<file path="src/rtl/tt_div_pkg.sv">
// +-----------------------------------------------------------------+
// | tt_div_pkg : shared types and sizes for the 8/4 divider         |
// | Rev 1.0                                                         |
// +-----------------------------------------------------------------+
`default_nettype none

package tt_div_pkg;

  localparam int DVD_W = 8;
  localparam int DVR_W = 4;
  localparam int ITER  = 8;
  localparam int CNT_W = $clog2(ITER);

  localparam logic [DVD_W-1:0] DIV0_QUOT = 8'hFF;

  typedef enum logic [1:0] {
    IDLE = 2'd0,
    BUSY = 2'd1,
    DONE = 2'd2
  } state_t;

endpackage : tt_div_pkg

`default_nettype wire

</file>
<file path="src/rtl/tt_div_step.sv">
// +-----------------------------------------------------------------+
// | tt_div_step : one restoring subtract-and-shift iteration        |
// | Rev 1.0                                                         |
// +-----------------------------------------------------------------+
`default_nettype none

module tt_div_step
  import tt_div_pkg::*;
(
  input  logic [DVR_W-1:0] rem_in,
  input  logic             dvd_bit,
  input  logic [DVR_W-1:0] divisor,
  output logic [DVR_W-1:0] rem_next,
  output logic             q_bit
);

  logic [DVR_W:0] partial;
  logic [DVR_W:0] diff;

  assign partial = {rem_in, dvd_bit};
  assign diff    = partial - {1'b0, divisor};

  // The restored remainder is always below the divisor, so it fits DVR_W bits.
  always_comb begin
    q_bit    = (partial >= {1'b0, divisor});
    rem_next = q_bit ? DVR_W'(diff) : DVR_W'(partial);
  end

endmodule : tt_div_step

`default_nettype wire

</file>
<file path="src/rtl/tt_um_my_divider.sv">
// +-----------------------------------------------------------------+
// | tt_um_my_divider : unsigned 8-bit / 4-bit sequential divider    |
// | Option macro TT_DIV_REMAINDER_EN adds a remainder view on uo_out|
// | Rev 1.0                                                         |
// +-----------------------------------------------------------------+
`default_nettype none

module tt_um_my_divider
  import tt_div_pkg::*;
(
  input  logic [7:0] ui_in,
  output logic [7:0] uo_out,
  input  logic [7:0] uio_in,
  output logic [7:0] uio_out,
  output logic [7:0] uio_oe,
  input  logic       ena,
  input  logic       clk,
  input  logic       rst_n
);

  logic             start;
  logic [DVR_W-1:0] divisor_in;

  state_t state;
  state_t state_next;

  logic accept;
  logic div0;
  logic step_en;
  logic finish;

  logic [DVD_W-1:0] dvd_shift;
  logic [DVR_W-1:0] dvr_reg;
  logic [DVR_W-1:0] rem_work;
  logic [DVD_W-1:0] quot_work;
  logic [CNT_W-1:0] count;
  logic [DVD_W-1:0] quot_hold;
  logic             done;
  logic             err;

  logic [DVR_W-1:0] step_rem;
  logic             step_q;
  logic [DVD_W-1:0] quot_next;

  assign start      = uio_in[4];
  assign divisor_in = uio_in[3:0];

  tt_div_step u_step (
    .rem_in   (rem_work),
    .dvd_bit  (dvd_shift[DVD_W-1]),
    .divisor  (dvr_reg),
    .rem_next (step_rem),
    .q_bit    (step_q)
  );

  assign quot_next = {quot_work[DVD_W-2:0], step_q};

  always_ff @(posedge clk) begin
    if (!rst_n) begin
      state <= IDLE;
    end else begin
      state <= state_next;
    end
  end

  always_comb begin
    state_next = state;
    case (state)
      IDLE, DONE: begin
        if (start) begin
          state_next = (divisor_in == '0) ? DONE : BUSY;
        end
      end
      BUSY: begin
        if (count == '0) begin
          state_next = DONE;
        end
      end
      default: state_next = IDLE;
    endcase
  end

  always_comb begin
    accept  = 1'b0;
    div0    = 1'b0;
    step_en = 1'b0;
    finish  = 1'b0;
    case (state)
      IDLE, DONE: begin
        if (start) begin
          div0   = (divisor_in == '0);
          accept = (divisor_in != '0);
        end
      end
      BUSY: begin
        step_en = 1'b1;
        finish  = (count == '0);
      end
      default: ;
    endcase
  end

  // quot_hold only changes on completion, so uo_out never shows partial work.
  always_ff @(posedge clk) begin
    if (!rst_n) begin
      dvd_shift <= '0;
      dvr_reg   <= '0;
      rem_work  <= '0;
      quot_work <= '0;
      count     <= '0;
      quot_hold <= '0;
      done      <= 1'b0;
      err       <= 1'b0;
    end else if (accept) begin
      dvd_shift <= ui_in;
      dvr_reg   <= divisor_in;
      rem_work  <= '0;
      quot_work <= '0;
      count     <= CNT_W'(ITER - 1);
      done      <= 1'b0;
      err       <= 1'b0;
    end else if (div0) begin
      rem_work  <= '0;
      quot_work <= DIV0_QUOT;
      quot_hold <= DIV0_QUOT;
      done      <= 1'b1;
      err       <= 1'b1;
    end else if (step_en) begin
      dvd_shift <= {dvd_shift[DVD_W-2:0], 1'b0};
      rem_work  <= step_rem;
      quot_work <= quot_next;
      count     <= count - CNT_W'(1);
      if (finish) begin
        quot_hold <= quot_next;
        done      <= 1'b1;
      end
    end
  end

`ifdef TT_DIV_REMAINDER_EN
  logic [DVR_W-1:0] rem_hold;
  logic             unused_ok;

  always_ff @(posedge clk) begin
    if (!rst_n) begin
      rem_hold <= '0;
    end else if (div0) begin
      rem_hold <= '0;
    end else if (step_en && finish) begin
      rem_hold <= step_rem;
    end
  end

  assign uo_out    = uio_in[5] ? {{(DVD_W-DVR_W){1'b0}}, rem_hold} : quot_hold;
  assign unused_ok = &{1'b0, ena, uio_in[7:6]};
`else
  logic unused_ok;

  assign uo_out    = quot_hold;
  assign unused_ok = &{1'b0, ena, uio_in[7:5]};
`endif

  assign uio_out = {err, done, 6'b00_0000};
  assign uio_oe  = 8'b1100_0000;

endmodule : tt_um_my_divider

`default_nettype wire

</file>
<file path="config.mk">
export PLATFORM = sky130hd
export DESIGN_NAME = tt_um_my_divider
export DESIGN_NICKNAME = d
export VERILOG_FILES = /design/src/rtl/tt_div_pkg.sv /design/src/rtl/tt_div_step.sv /design/src/rtl/tt_um_my_divider.sv
export SDC_FILE = /design/constraint.sdc
export NUM_CORES = 1
export LEC_CHECK = 0
export BUFFER_PORTS_ARGS = -buffer_cell sky130_fd_sc_hd__buf_2
export CAP_MARGIN = 30
export CORE_ASPECT_RATIO = 0.6
export CORE_MARGIN = 2
export CORE_UTILIZATION = 50
export CTS_BUF_LIST = sky130_fd_sc_hd__clkbuf_2
export DETAILED_ROUTE_END_ITERATION = 8
export GPL_ROUTABILITY_DRIVEN = 0
export GPL_TIMING_DRIVEN = 0
export PLACE_DENSITY = 0.8
export REMOVE_ABC_BUFFERS = 1
export SLEW_MARGIN = 20
export SYNTH_ARGS = -nofsm -noshare
export SYNTH_HDL_FRONTEND = slang
export SYNTH_SLANG_ARGS = --single-unit
</file>
<file path="constraint.sdc">
create_clock -name clk -period 2.3 [get_ports clk]
set_input_delay 0.23 -clock clk [delete_from_list [all_inputs] [get_ports clk]]
set_output_delay 0.23 -clock clk [all_outputs]
set_load 0.05 [all_outputs]
</file>
==> impl_metrics.env <==
export IMPL_hp_class="input pin to flop"
export IMPL_reg2reg_slack_ns=0.39
export IMPL_numPortBuffers=24
export IMPL_dr_pass1_iters=4
export IMPL_path_max_fanout=7
export IMPL_grt_overflow=0
export IMPL_cp_data_arrival_time_ns=2.18
export IMPL_globalRouteTotalUtil_pct=17.1
export IMPL_fin_total_pwr_mw=1.62
export IMPL_drt_first_iter_violations=65
export IMPL_post_dp_hpwl_um=2300
export IMPL_post_cts_buffers=0
export IMPL_dr_total_vias=1384
export IMPL_postSynthCellCount=211
export IMPL_grt_setup_unrepaired="false"
export IMPL_ioPinCount=43
export IMPL_sequential_cell_area_um2=761
export IMPL_height_of_the_chip_um=51.3
export IMPL_run_status="completed"
export IMPL_die_width_um=82.8
export IMPL_totalWireLength_um=3290
export IMPL_setup_violations_final=0
export IMPL_area_used_by_multi_input_combinational_logic_um2=933
export IMPL_cts_max_level=2
export IMPL_crit_type="flop to flop"
export IMPL_row_count=17
export IMPL_clk_path_buf_depth=2
export IMPL_cts_sinks=38
export IMPL_final_setup_skew_ns=0.0199
export IMPL_critPathCaptureType="flop"
export IMPL_dp_cells=267
export IMPL_synth_area_top_cells="sky130_fd_sc_hd__dfxtp_1 41%, sky130_fd_sc_hd__buf_4 7.3%, sky130_fd_sc_hd__nand2_1 5.6%"
export IMPL_min_delay_path_depth=3
export IMPL_synth_top_area_share_pct=40.8
export IMPL_antenna_violations_before_repair=0
export IMPL_worst_r2r_cell_count=7
export IMPL_tightest_slew_ns=0.835
export IMPL_cts_root_buf="sky130_fd_sc_hd__clkbuf_2"
export IMPL_synthDominantAreaCellType="sky130_fd_sc_hd__dfxtp_1"
export IMPL_initial_core_util_pct=51.5
export IMPL_postLayoutCoreUtil_pct=55.4
export IMPL_cp_start_kind="flop"
export IMPL_final_fill_count=347
export IMPL_yosys_mux_area_fraction_pct=2.15
export IMPL_timing_final_max_slew_violations=0
export IMPL_critical_path_required_ns=2.57
export IMPL_synth_seq_cells=38
export IMPL_max_freq_ghz=0.524
export IMPL_design_die_area_um2=4250
export IMPL_post_synth_fa_ha_maj_area_fraction_pct=5.10
export IMPL_drc_errors=0
export IMPL_grt_pass1_wl_um=5760
export IMPL_timing_hold_violations_final=0
export IMPL_number_of_global_route_vias_before_repair=1242
export IMPL_post_synth_cell_area_avg_um2=8.83
export IMPL_cts_resized_gates=0
export IMPL_max_vdd_ir_drop_uv=404
export IMPL_max_slew_margin_rel_pct=44.3
export IMPL_area_growth_pct=7.52
export IMPL_post_synthesis_compound_gate_area_fraction_pct=19.9
export IMPL_synth_top_family_by_area="compound AO/OA/AOI/OAI gates"
export IMPL_postRouteAntennaNets=0
export IMPL_ys_types=33
export IMPL_grt_max_degree=28
export IMPL_cts_clk_slew_worst_paths_ns=0.19
export IMPL_final_period_minus_worst_setup_slack_ns=1.91
export IMPL_post_synth_xor_area_fraction_pct=1.88
export IMPL_yosysSeqAreaShare_pct=40.8
export IMPL_avgRoutedWirePerCell_um=12.0
export IMPL_timing_max_cap_violations=0
export IMPL_yosys_warnings=0
export IMPL_cts_made_buffers=5
export IMPL_core_area_um2=3620
export IMPL_post_layout_nonfiller_instances=275
export IMPL_clk_insertion_delay_late_ns=0.39
export IMPL_tritoncts_clock_tree="built"
export IMPL_yosys_area_share_simple_pct=17.9
export IMPL_holdBufCountCts=0
export IMPL_antennaDiodeCount=0
export IMPL_share_of_final_layout_standard_cells_stronger_than_drive_strength_1_pct=15.8
export IMPL_post_synth_instance_area_um2=1860
export IMPL_power_density_cell_area_nw_per_um2=808
export IMPL_layout_nets=253
export IMPL_post_route_period_util_pct=83.0
export IMPL_routed_vias_inst=5.03
export IMPL_static_leakage_power_nw=0.850
## placed cells by master, fill, tap and decap left out, types with 5 or more instances in the layout
master and count:
sky130_fd_sc_hd__inv_1 8, sky130_fd_sc_hd__a22oi_1 7, sky130_fd_sc_hd__clkbuf_2 5, sky130_fd_sc_hd__a31oi_1 8, sky130_fd_sc_hd__nor2_1 12, sky130_fd_sc_hd__buf_2 24
sky130_fd_sc_hd__conb_1 14, sky130_fd_sc_hd__nand2b_1 9, sky130_fd_sc_hd__a21oi_1 6, sky130_fd_sc_hd__a21boi_0 8, sky130_fd_sc_hd__nor2b_1 5, sky130_fd_sc_hd__ha_1 6
sky130_fd_sc_hd__dfxtp_1 38, sky130_fd_sc_hd__nand2_1 28, sky130_fd_sc_hd__o311a_1 7
## stage by stage
step                setup TNS (ns)  setup WS, ns  area, um^2  hold slack [ns]
floorplan                        0         0.120        1720            0.347
detailed placement               0         0.427        1910            0.443
global placement             -5.61        -0.506        1900            0.438
finish                           0         0.390        2000            0.140
global route                     0         0.238        2000            0.102
CTS                              0         0.408        2000            0.106
## where the power goes
group          switching [mW]  internal (mW)  total (mW)
Sequential             0.0251          0.707       0.732
Combinational           0.255          0.124       0.380
Clock                   0.218          0.290       0.508
Total                   0.499           1.12        1.62
## cell type report
cell class,count,share of cell area [%]
multi-input combinational,149,46.6
sequential,38,38.0
timing repair buffer,25,6.56
clock inverter,3,3.19
tap,47,2.94
inverter,8,1.50
clock buffer,5,1.25
## cell families (layout without fill, tap and decap cells)
family	count (synthesis)	after routing
xor+xnor	4	4
compound gates	52	52
fa+ha+maj	7	7
other cells	2	14
buf+inv	36	41
flops	38	38
simple gates	68	68
mux	4	4
## worst paths after layout
check                                              from                       end
worst max register to register  dvr_reg[2]$_SDFFE_PN0P_  rem_work[1]$_SDFFE_PP0P_
worst max-delay path            dvr_reg[2]$_SDFFE_PN0P_  rem_work[1]$_SDFFE_PP0P_
worst min-delay path                          uio_in[3]   dvr_reg[3]$_SDFFE_PN0P_
worst min register to register        done$_SDFFE_PP0P_         done$_SDFFE_PP0P_
## synthesized netlist by cell type
library cell / number
sky130_fd_sc_hd__o311a_1: 7
sky130_fd_sc_hd__buf_6: 2
sky130_fd_sc_hd__and2b_1: 1
sky130_fd_sc_hd__xor2_1: 1
sky130_fd_sc_hd__fa_1: 1
sky130_fd_sc_hd__o21ai_1: 1
sky130_fd_sc_hd__a21oi_1: 6
sky130_fd_sc_hd__dfxtp_1: 38
sky130_fd_sc_hd__nand2b_1: 9
sky130_fd_sc_hd__o21ai_0: 4
sky130_fd_sc_hd__inv_1: 8
sky130_fd_sc_hd__or2_1: 1
sky130_fd_sc_hd__a21boi_0: 8
sky130_fd_sc_hd__xnor2_1: 3
sky130_fd_sc_hd__o21a_1: 4
sky130_fd_sc_hd__a31oi_1: 8
sky130_fd_sc_hd__ha_1: 6
sky130_fd_sc_hd__nor3_1: 4
sky130_fd_sc_hd__a21o_1: 2
sky130_fd_sc_hd__mux2i_1: 4
sky130_fd_sc_hd__nand2_1: 28
sky130_fd_sc_hd__a21oi_2: 1
sky130_fd_sc_hd__buf_4: 18
sky130_fd_sc_hd__a22oi_1: 7
sky130_fd_sc_hd__and2_1: 3
sky130_fd_sc_hd__nor2b_1: 6
sky130_fd_sc_hd__a211oi_1: 4
sky130_fd_sc_hd__nor4_1: 2
sky130_fd_sc_hd__nor2_1: 13
sky130_fd_sc_hd__nor4_4: 1
sky130_fd_sc_hd__buf_2: 1
sky130_fd_sc_hd__conb_1: 2
sky130_fd_sc_hd__clkbuf_1: 7
## worst max-delay path, cell delays in order, from the launching register on
cell,delay (ns)
sky130_fd_sc_hd__dfxtp_1,0.35
sky130_fd_sc_hd__inv_1,0.05
sky130_fd_sc_hd__ha_1,0.34
sky130_fd_sc_hd__or2_1,0.22
sky130_fd_sc_hd__a211oi_1,0.25
sky130_fd_sc_hd__a21o_1,0.28
sky130_fd_sc_hd__mux2i_1,0.22
sky130_fd_sc_hd__a211oi_1,0.08
## metal layers
metal	track usage, %	part of all wire, %	vias to the layer above
met4	6.56	0.76	0
met5	0	0	-
li1	-	-	727
met3	5.65	5.3	5
met1	22.0	52	619
met2	26.9	41	33
(Power assumes the default switching activity.)
